[config.mk]
export PLATFORM = sky130hd
export DESIGN_NAME = alu_issue_ctrl
export DESIGN_NICKNAME = d
export VERILOG_FILES = /design/src/rtl/alu_issue_ctrl.sv
export SDC_FILE = /design/constraint.sdc
export NUM_CORES = 1
export LEC_CHECK = 0
export CORE_ASPECT_RATIO = 0.7
export CORE_UTILIZATION = 28
export CTS_CLUSTER_SIZE = 8
export DETAILED_ROUTE_END_ITERATION = 6
export PLACE_DENSITY = 0.67
export SLEW_MARGIN = 20
export SYNTH_ARGS = -nofsm -noshare
export SYNTH_HDL_FRONTEND = slang
export SYNTH_SLANG_ARGS = --single-unit
[constraint.sdc]
create_clock -name clk -period 2.3 [get_ports clk]
set_input_delay 0.46 -clock clk [delete_from_list [all_inputs] [get_ports clk]]
set_output_delay 0.46 -clock clk [all_outputs]
set_load 0.01 [all_outputs]
[src/rtl/alu_issue_ctrl.sv]
// alu_issue_ctrl: holds one decoded op and presents it to the ALU.
// Single-cycle ops go straight to EXEC. Multiply and divide ops count down
// MUL_LAT/DIV_LAT cycles in WAIT first. A branch flushes the held op.
// Optional feature macro: ALU_DIV_CHECK_EN. When defined, a divide by zero
// is dropped at accept and div_fault pulses for one cycle.
module alu_issue_ctrl #(
    parameter int unsigned MUL_LAT = 3,
    parameter int unsigned DIV_LAT = 8
) (
    input  logic        clk,
    input  logic        reset_n,
    input  logic        dec_valid,
    output logic        dec_ready,
    input  logic [1:0]  dec_opcode,
    input  logic [5:0]  dec_op3,
    input  logic [31:0] dec_oprd2,
    input  logic [31:0] dec_oprd3,
    input  logic [63:0] dec_next_rip,
    output logic        alu_enable,
    output logic [1:0]  alu_opcode,
    output logic [5:0]  alu_op3,
    output logic [31:0] alu_oprd2,
    output logic [31:0] alu_oprd3,
    output logic [63:0] alu_next_rip,
    input  logic        mem_blocked,
    input  logic        branch,
    output logic        busy,
    output logic        div_fault
);

`ifdef ALU_DIV_CHECK_EN
    localparam bit DIV_CHECK = 1'b1;
`else
    localparam bit DIV_CHECK = 1'b0;
`endif

    localparam logic [3:0] MUL_LD = 4'(MUL_LAT - 1);
    localparam logic [3:0] DIV_LD = 4'(DIV_LAT - 1);

    typedef enum logic [1:0] {IDLE, WAIT, EXEC} state_t;

    state_t      state_q;
    logic [3:0]  cnt_q;
    logic        div_fault_q;
    logic [1:0]  opcode_q;
    logic [5:0]  op3_q;
    logic [31:0] oprd2_q;
    logic [31:0] oprd3_q;
    logic [63:0] rip_q;

    logic is_mul, is_div, is_multi, div_zero, accept;

    // Op classification and the accept handshake.
    always_comb begin
        is_mul    = (dec_op3[3:1] == 3'b101);
        is_div    = (dec_op3[3:1] == 3'b111);
        is_multi  = (dec_opcode == 2'd2) && (dec_op3[5:4] != 2'b11) && (is_mul || is_div);
        div_zero  = DIV_CHECK && is_multi && is_div && (dec_oprd3 == 32'd0);
        dec_ready = reset_n && !branch &&
                    ((state_q == IDLE) || ((state_q == EXEC) && !mem_blocked));
        accept    = dec_valid && dec_ready;
    end

    // Outputs are masked while reset is asserted so nothing leaks out of a
    // discarded op before the synchronous reset takes effect.
    assign alu_enable   = reset_n && (state_q == EXEC);
    assign busy         = reset_n && (state_q != IDLE);
    assign div_fault    = div_fault_q;
    assign alu_opcode   = opcode_q;
    assign alu_op3      = op3_q;
    assign alu_oprd2    = oprd2_q;
    assign alu_oprd3    = oprd3_q;
    assign alu_next_rip = rip_q;

    // Issue FSM: flush has priority over accept, countdown and mem stall.
    always_ff @(posedge clk) begin
        if (!reset_n) begin
            state_q     <= IDLE;
            cnt_q       <= 4'd0;
            div_fault_q <= 1'b0;
            opcode_q    <= '0;
            op3_q       <= '0;
            oprd2_q     <= '0;
            oprd3_q     <= '0;
            rip_q       <= '0;
        end else begin
            div_fault_q <= 1'b0;
            if (branch) begin
                state_q <= IDLE;
                cnt_q   <= 4'd0;
            end else begin
                case (state_q)
                    WAIT: begin
                        if (cnt_q == 4'd0) state_q <= EXEC;
                        else               cnt_q   <= cnt_q - 4'd1;
                    end
                    EXEC: begin
                        if (!mem_blocked && !accept) state_q <= IDLE;
                    end
                    default: ;
                endcase
                // Accept can only happen from IDLE or an unblocked EXEC, so
                // this overrides the EXEC->IDLE decision above.
                if (accept) begin
                    opcode_q <= dec_opcode;
                    op3_q    <= dec_op3;
                    oprd2_q  <= dec_oprd2;
                    oprd3_q  <= dec_oprd3;
                    rip_q    <= dec_next_rip;
                    if (div_zero) begin
                        state_q     <= IDLE;
                        div_fault_q <= 1'b1;
                    end else if (is_multi) begin
                        state_q <= WAIT;
                        cnt_q   <= is_div ? DIV_LD : MUL_LD;
                    end else begin
                        state_q <= EXEC;
                    end
                end
            end
        end
    end

endmodule
==> results of run 1 <==
## cell families (layout without fill, tap and decap cells)
| kind of cell | after synthesis | count (layout) |
|---|---|---|
| simple gates | 289 | 289 |
| xor+xnor | 1 | 1 |
| fa+ha+maj | 1 | 1 |
| buf+inv | 50 | 333 |
| flops | 142 | 142 |
| compound gates | 148 | 148 |
| mux | 3 | 3 |
| other cells | 1 | 1 |
## power by group
part / switching [mW] / internal [mW] / total [mW] / leakage [nW]
combinational: 0.258 / 0.436 / 0.693 / 1.74
sequential: 0.0384 / 2.54 / 2.58 / 1.15
clock: 1.08 / 1.72 / 2.80 / 0.281
## worst reg2reg max path, stage by stage (launching register included)
cell	delay, ns
dfxtp_1	0.35
a21o_1	0.20
buf_4	0.15
nor3_2	0.20
buf_4	0.30
buf_12	0.19
nand2_1	0.07
a21boi_0	0.14
## cells in the final DEF, fill, tap and decap left out, types with 2 or more instances in the layout
cell and n:
a21boi_0 129, a21boi_1 7, a21o_1 2, a21oi_1 6, buf_12 6, buf_4 13, bufinv_16 3, clkbuf_1 3
clkbuf_16 17, clkdlybuf4s50_1 277, clkinv_4 3, clkinvlp_4 3, dfxtp_1 142, inv_1 4, inv_6 2, mux2_2 2
nand2_1 273, nor2_1 4, nor2b_1 2, o21ai_0 2
## worst paths after layout
kind / startpoint / end / slack (ns)
worst max-delay path: state_q[1] / alu_enable / 0.24
worst min-delay path: reset_n / alu_oprd2[3] / 0.35
worst max register to register: state_q[1] / alu_next_rip[12] / 0.62
worst min register to register: alu_oprd3[20] / alu_oprd3[20] / 0.45
## registers in the layout (all words and copies together) (netlist names)
name / count
alu_next_rip: 64
alu_oprd2: 32
alu_oprd3: 32
alu_op3: 6
cnt_q: 4
alu_opcode: 2
state_q: 2
## synthesized netlist by cell type (2+ instances only)
cell type,count,share of area [%]
nand2_1,273,19
a21boi_0,129,18
a21o_1,2,0.28
a21oi_1,6,0.56
a21boi_1,7,0.98
clkbuf_1,18,1.3
nor2b_1,2,0.23
nor2_1,4,0.28
buf_2,19,1.8
o21ai_0,2,0.19
nor3_1,2,0.19
inv_1,4,0.28
dfxtp_1,142,53
mux2_2,2,0.42
buf_1,3,0.21
buf_4,6,0.84
## layout make-up
type | instances | share of cell area [%]
clock inverters | 12 | 1.79
flip-flops and latches | 142 | 31.5
well taps | 236 | 3.27
clock buffers | 20 | 4.83
inverters | 4 | 0.166
repair buffers | 297 | 33.2
multi-input cells | 443 | 25.3
## repair_timing
item,CTS,global route
endpoints found under the setup margin,0,1
gates resized for setup,0,1
hold endpoints to repair,0,0
setup buffers,0,0
## per-layer routing
layer | vias to the layer above | GRT usage [%]
li1 | 2574 | -
met1 | 2256 | 20.1
met2 | 191 | 25.2
met3 | 16 | 8.37
met4 | 0 | 4.99
met5 | - | 0
## per-stage QoR
| stage | cell area [um2] | worst slack [ns] | hold WS (ns) | total power [mW] |
|---|---|---|---|---|
| final | 9040 | 0.239 | 0.352 | 6.07 |
| after detailed placement | 8440 | 0.0811 | 0.447 | 3.33 |
| after floorplan | 5350 | 0.644 | 0.479 | 2.86 |
| after global routing | 9040 | 0.166 | 0.326 | 6.36 |
| after CTS | 9030 | 0.0783 | 0.325 | 6.19 |
| after global placement | 8440 | 0.0945 | 0.440 | 3.33 |
==> impl_metrics.json, run 1 <==
{
  "outcome": "finished clean",
  "fin_util_pct": 49.2,
  "p_per_area_nw_per_um2": 671,
  "period_needed_ns": 2.06,
  "top_layer_used": "met4",
  "synth_compound_area_share_pct": 20.5,
  "n_fill_cell": 1758,
  "cp_top_family": "buffers and inverters",
  "timing.critical_path.buf_inv": 1,
  "synth_top_family_by_area": "simple AND/OR/NAND/NOR gates",
  "route.detailed.drc": 0,
  "p_leak_nw": 3.17,
  "multi_input_area_um2": 2280,
  "initial_core_util_pct": 29.1,
  "rsz0062_at_grt": "false",
  "nets": 1047,
  "htree_levels": 4,
  "ff_latch_area_um2": 2840,
  "die_h_um": 118,
  "synth_fa_ha_area_share_pct": 0.234,
  "path_depth": 2,
  "rows": 41,
  "synth_edf_count": 0,
  "cts_tree": "yes",
  "final_cells": 1154,
  "dieArea_um2": 19700,
  "skew_ns": 0.00994,
  "max_stage_delay_ns": 0.58,
  "async_flop_share_pct": 0,
  "ir_drop_uv": 343,
  "core_um2": 18400,
  "crit_path_cell_trace": "and3b_1 -> clkdlybuf4s50_1",
  "slowest_stage": "clkdlybuf4s50_1",
  "tightestPinTransition_ns": 0.611,
  "finalSetupTns_ns": 0,
  "holdPathStages": 2,
  "dp.cells": 1122,
  "clkTransAtPathRegs_ns": 0.06,
  "postSynthAreaPerCell_um2": 8.42,
  "dr_wl_met2_mm": 6.81,
  "start_kind": "register",
  "clock_path_buffers": 2,
  "drt-met1-wl_mm": 7.24,
  "postSynthCellCount": 635,
  "overflow": 0,
  "ys.flop_type": "dfxtp_1",
  "via_per_inst": 4.36,
  "report.final.slew_viol_count": 0,
  "grt_pass1_vias": 5013,
  "synthesis.nets": 777,
  "cp_max_fo": 5,
  "cts_buffers": 17,
  "muxShareOfSynthArea_pct": 0.608,
  "antennaDiodeCount": 0,
  "post-route-period-util_pct": 89.6,
  "dp_hpwl_mm": 11.3,
  "end_kind": "primary output",
  "ios": 281,
  "antenna_found_initial": 0,
  "grt_max_degree": 71,
  "syn_area_um2": 5350,
  "max_freq_mhz": 485,
  "port_buffers": 279,
  "dieWidth_um": 167,
  "grt_pass1_wl_mm": 25.8,
  "clock-root-buffer": "clkbuf_16",
  "vias": 5037,
  "hold_buffers": 0,
  "grt_use_total_pct": 16.5,
  "ant_nets": 0,
  "synth.distinct_cells": 30,
  "synthToLayoutAreaGrowth_pct": 68.9,
  "slew_headroom_pct": 59.3,
  "clk_latency_ns": 0.41,
  "drive_gt1_share_pct": 5.77,
  "setup_viol_count_final": 0,
  "first_iter_violations": 240,
  "finalHoldViolCount": 0,
  "worstPathArrival_ns": 1.60,
  "yosys_warnings": 0,
  "cp.required_ns": 1.84,
  "synth_simple_gate_area_share_pct": 20.9,
  "post_drt_wl_per_cell_um": 13.9,
  "cap_violations": 0,
  "wirelength_mm": 16.0,
  "dr.pass1.iters": 5,
  "clock-sinks": 142,
  "wl_met3_mm": 1.80,
  "synth_xor_area_share_pct": 0.164,
  "seq_area_frac_synth_pct": 53.1,
  "gp_congestion": 0.737,
  "worstHoldPathType": "primary input to register",
  "ff2ff_path_depth": 7,
  "synth-seq-cells": 142,
  "crit_type": "register to primary output"
}
(Power assumes the default switching activity.)
==> inputs of run 2 (changes only) <==
--- a/config.mk
+++ b/config.mk
@@ -9,8 +9,6 @@
 export CORE_UTILIZATION = 28
 export CTS_CLUSTER_SIZE = 8
 export DETAILED_ROUTE_END_ITERATION = 6
-export PLACE_DENSITY = 0.67
-export SLEW_MARGIN = 20
 export SYNTH_ARGS = -nofsm -noshare
 export SYNTH_HDL_FRONTEND = slang
 export SYNTH_SLANG_ARGS = --single-unit
==> impl_metrics.json, run 2 (same netlist as run 1, synthesis figures left out) <==
{
  "crit_path_cell_trace": "clkdlybuf4s50_1 -> nand2b_2 -> nor2_1 -> clkdlybuf4s50_1",
  "die_h_um": 118,
  "wirelength_mm": 16.5,
  "initial_core_util_pct": 29.1,
  "dieArea_um2": 19700,
  "cp_common_cell": "clkdlybuf4s50_1",
  "largest_reg_flops": 64,
  "ctsResizeCount": 0,
  "core_um2": 18400,
  "dp_slack_ns": 0.0639,
  "period_needed_ns": 2.22,
  "start_kind": "primary input",
  "dieWidth_um": 167,
  "antennaDiodeCount": 0,
  "cts_tree": "yes",
  "finalSetupTns_ns": 0,
  "ios": 281,
  "drive_gt1_share_pct": 5.58,
  "max_stage_delay_ns": 0.59,
  "first_iter_violations": 242,
  "via_per_inst": 4.32,
  "slowest_stage": "clkdlybuf4s50_1",
  "cts_buffers": 17,
  "skew_ns": 0.00555,
  "setup_viol_count_final": 0,
  "cp.required_ns": 1.84,
  "final_common_cell": "clkdlybuf4s50_1",
  "clkTransAtPathRegs_ns": 0.06,
  "p_leak_nw": 3.15,
  "worstHoldPathType": "register to register",
  "cts_setup_buffers": 0,
  "htree_levels": 4,
  "grt_max_degree": 54,
  "overflow": 0,
  "vias": 4969,
  "post-route-period-util_pct": 96.3,
  "dp_hpwl_mm": 11.5,
  "antenna_found_initial": 0,
  "port_buffers": 279,
  "hold_buffers": 0,
  "end_kind": "primary output",
  "worst_slack_ns": 0.0848,
  "ant_nets": 0,
  "mostFrequentLayoutCells": "278 x clkdlybuf4s50_1, 273 x nand2_1, 142 x dfxtp_1",
  "max_freq_mhz": 451,
  "n_fill_cell": 1806,
  "worstPathArrival_ns": 1.76,
  "gp_congestion": 0.709,
  "clock-root-buffer": "clkbuf_16",
  "cp_max_fo": 2,
  "clk_latency_ns": 0.41,
  "grt_pass1_wl_mm": 26.3,
  "ir_drop_uv": 372,
  "cap_violations": 0,
  "crit_type": "primary input to primary output",
  "route.detailed.drc": 0,
  "synthToLayoutAreaGrowth_pct": 68.7,
  "dr.pass1.iters": 4,
  "rows": 41,
  "grt_use_total_pct": 16.9,
  "clock-sinks": 142,
  "clock_path_buffers": 2,
  "report.final.slew_viol_count": 0,
  "outcome": "finished clean",
  "post_drt_wl_per_cell_um": 14.4,
  "p_per_area_nw_per_um2": 681,
  "nets": 1043,
  "rsz0062_at_grt": "false",
  "power_mw": 6.14,
  "grt_pass1_vias": 5039,
  "finalHoldViolCount": 0
}
==> run 2: cell types whose count changed in the layout (fill, tap and decap cells not counted), sizes merged <==
cell	before	now
buf	19	15
clkdlybuf4s50	277	278
clkinv	4	3
clkinvlp	3	4
dlymetal6s2s	1	0
==> run 2: worst paths after layout <==
| path | from | endpoint | slack [ns] | depth (start not counted) |
|---|---|---|---|---|
| worst max-delay path | branch | dec_ready | 0.08 | 4 |
| worst max register to register | state_q[0] | alu_next_rip[57] | 0.69 | 6 |
| worst min-delay path | alu_oprd3[21] | alu_oprd3[21] | 0.45 | 2 |
| worst min register to register | alu_oprd3[21] | alu_oprd3[21] | 0.45 | 2 |
==> run 2: layout make-up <==
type / count / area, um2 / share of cell area (%)
Timing Repair Buffer: 293 / 2970 / 32.9
Sequential cell: 142 / 2840 / 31.5
Multi-Input combinational cell: 443 / 2280 / 25.3
Clock buffer: 20 / 457 / 5.06
Tap cell: 236 / 295 / 3.27
Clock inverter: 12 / 160 / 1.78
Inverter: 4 / 15.0 / 0.166
==> run 2: worst max-delay path, delay by kind of cell <==
family / cells / cell delay, ns
buf+inv: 2 / 1.01
simple gates: 2 / 0.29
==> run 2: metal layers <==
| layer | vias up | GRT usage (%) | wire length [um] | share of wire (%) |
|---|---|---|---|---|
| met1 | 2207 | 21.2 | 7660 | 46 |
| met2 | 184 | 26.0 | 7040 | 43 |
| li1 | 2569 | - | - | - |
| met4 | 0 | 4.30 | 106 | 0.64 |
| met5 | - | 0 | 0 | 0 |
| met3 | 9 | 8.10 | 1720 | 10 |
==> run 2: through the flow <==
step,hold WS [ns],cells,utilization [%],instance area [um2]
after CTS,0.453,1150,49.1,9020
after global routing,0.471,1150,49.1,9020
after detailed placement,0.445,1118,45.8,8410
after global placement,0.442,1118,45.8,8410
final,0.451,1150,49.1,9020
after floorplan,0.479,635,-,5350
==> run 2: power breakdown <==
part / total [mW] / internal (mW) / switching, mW
Sequential: 2.58 / 2.54 / 0.0383
Combinational: 0.692 / 0.432 / 0.260
Clock: 2.87 / 1.77 / 1.10
==> inputs of run 3 (changes only) <==
--- a/config.mk
+++ b/config.mk
@@ -7,8 +7,10 @@
 export LEC_CHECK = 0
 export CORE_ASPECT_RATIO = 0.7
 export CORE_UTILIZATION = 28
+export CTS_BUF_LIST = sky130_fd_sc_hd__clkbuf_4 sky130_fd_sc_hd__clkbuf_8 sky130_fd_sc_hd__clkbuf_16
 export CTS_CLUSTER_SIZE = 8
 export DETAILED_ROUTE_END_ITERATION = 6
+export GPL_TIMING_DRIVEN = 0
 export SYNTH_ARGS = -nofsm -noshare
 export SYNTH_HDL_FRONTEND = slang
 export SYNTH_SLANG_ARGS = --single-unit
==> impl_metrics.json, run 3 (same netlist as run 1, synthesis figures left out) <==
{
  "slew_headroom_pct": 49.2,
  "start_kind": "primary input",
  "cts_buffers": 17,
  "ant_nets": 0,
  "hold_buffers": 0,
  "worstPathArrival_ns": 1.63,
  "route.detailed.drc": 0,
  "worstHoldPathType": "register to register",
  "grt_use_total_pct": 17.7,
  "cap_violations": 0,
  "clock-sinks": 142,
  "final_common_cell": "clkdlybuf4s50_1",
  "max_freq_mhz": 479,
  "grt_max_degree": 17,
  "post_drt_wl_per_cell_um": 14.7,
  "cp_max_fo": 10,
  "wirelength_mm": 17.4,
  "dieArea_um2": 19700,
  "report.final.slew_viol_count": 0,
  "antenna_found_initial": 0,
  "overflow": 0,
  "finalSetupTns_ns": 0,
  "dp.cells": 1150,
  "grt_pass1_vias": 4988,
  "dp_hpwl_mm": 13.1,
  "dp_slack_ns": -0.456,
  "worst_slack_ns": 0.210,
  "clock_path_buffers": 2,
  "dieWidth_um": 167,
  "antennaDiodeCount": 0,
  "ir_drop_uv": 345,
  "period_needed_ns": 2.09,
  "port_buffers": 279,
  "drive_gt1_share_pct": 6.55,
  "holdPathStages": 2,
  "core_um2": 18400,
  "vias": 5129,
  "post-route-period-util_pct": 90.9,
  "tightestPinTransition_ns": 0.762,
  "cts_tree": "yes",
  "htree_levels": 4,
  "largest_reg_flops": 64,
  "nets": 1075,
  "die_h_um": 118,
  "grt_pass1_wl_mm": 27.1,
  "skew_ns": 0.00789,
  "dr.pass1.iters": 4,
  "clock-root-buffer": "clkbuf_16",
  "gp_congestion": 0.756,
  "outcome": "finished clean",
  "synthToLayoutAreaGrowth_pct": 68.2,
  "mostFrequentLayoutCells": "276 x clkdlybuf4s50_1, 273 x nand2_1, 142 x dfxtp_1",
  "p_per_area_nw_per_um2": 649,
  "cts_setup_buffers": 0,
  "finalHoldWorstSlack_ns": 0.449,
  "rows": 41,
  "rsz0062_at_grt": "false",
  "cp.required_ns": 1.84,
  "first_iter_violations": 177,
  "crit_type": "primary input to primary output",
  "end_kind": "primary output",
  "finalHoldViolCount": 0,
  "clk_latency_ns": 0.41,
  "p_leak_nw": 3.18,
  "fin_util_pct": 49.0,
  "ios": 281,
  "final_cells": 1182,
  "setup_viol_count_final": 0,
  "via_per_inst": 4.34,
  "n_fill_cell": 1824,
  "clkTransAtPathRegs_ns": 0.06,
  "initial_core_util_pct": 29.1,
  "ff2ff_path_depth": 6
}
==> run 3: cell types whose count changed in the layout (fill, tap and decap cells not counted), moves of 3 or more <==
cell | previous run | this run
clkbuf_4 | 0 | 4
buf_1 | 0 | 3
dlygate4sd2_1 | 0 | 3
buf_2 | 0 | 19
buf_12 | 6 | 0
buf_4 | 9 | 6
clkbuf_1 | 1 | 16
clkinv_2 | 1 | 5
==> run 3: area by class of cell <==
cell class | instances | area, um2 | share of cell area, %
Sequential cell | 142 | 2840 | 31.6
Multi-Input combinational cell | 443 | 2270 | 25.3
Clock buffer | 21 | 455 | 5.06
Clock inverter | 11 | 95.1 | 1.06
Tap cell | 236 | 295 | 3.28
Buffer | 46 | 230 | 2.56
Inverter | 4 | 15.0 | 0.167
Timing Repair Buffer | 279 | 2790 | 31.0
==> run 3: final timing paths <==
| kind | startpoint | slack [ns] | endpoint |
|---|---|---|---|
| max | reset_n | 0.21 | busy |
| max reg2reg | state_q[1] | 0.58 | alu_next_rip[0] |
| min reg2reg | alu_oprd3[26] | 0.45 | alu_oprd3[26] |
| min | alu_oprd3[26] | 0.45 | alu_oprd3[26] |
==> run 3: worst max-delay path, cell delays in order <==
cell and delay [ns]:
dlygate4sd2_1 0.29, clkbuf_8 0.20, o21a_1 0.13, clkdlybuf4s50_1 0.55
==> run 3: stage by stage <==
stage | power [mW] | instance area (um2)
after floorplan | 2.86 | 5350
final | 5.84 | 8990
after global routing | 6.10 | 8990
after CTS | 5.93 | 8990
after global placement | 3.34 | 8440
after detailed placement | 3.34 | 8440
==> run 3: timing repair <==
action                                  in CTS  in global routing
endpoints found under the hold margin        0                  0
endpoints found under the setup margin       3                  0
gates resized for setup                      7                  0
==> run 3: layer usage <==
layer	global-route usage, %	up-vias	part of all wire [%]
li1	-	2646	-
met1	22.1	2287	46
met2	27.6	185	43
met3	8.24	11	10
met4	4.42	0	0.73
met5	0	-	0
==> run 3: power breakdown <==
| part | total, mW | internal [mW] | switching, mW | leakage [nW] |
|---|---|---|---|---|
| combinational | 0.699 | 0.429 | 0.270 | 1.75 |
| sequential | 2.58 | 2.54 | 0.0393 | 1.15 |
| clock | 2.56 | 1.53 | 1.04 | 0.270 |
| total | 5.84 | 4.49 | 1.35 | 3.18 |
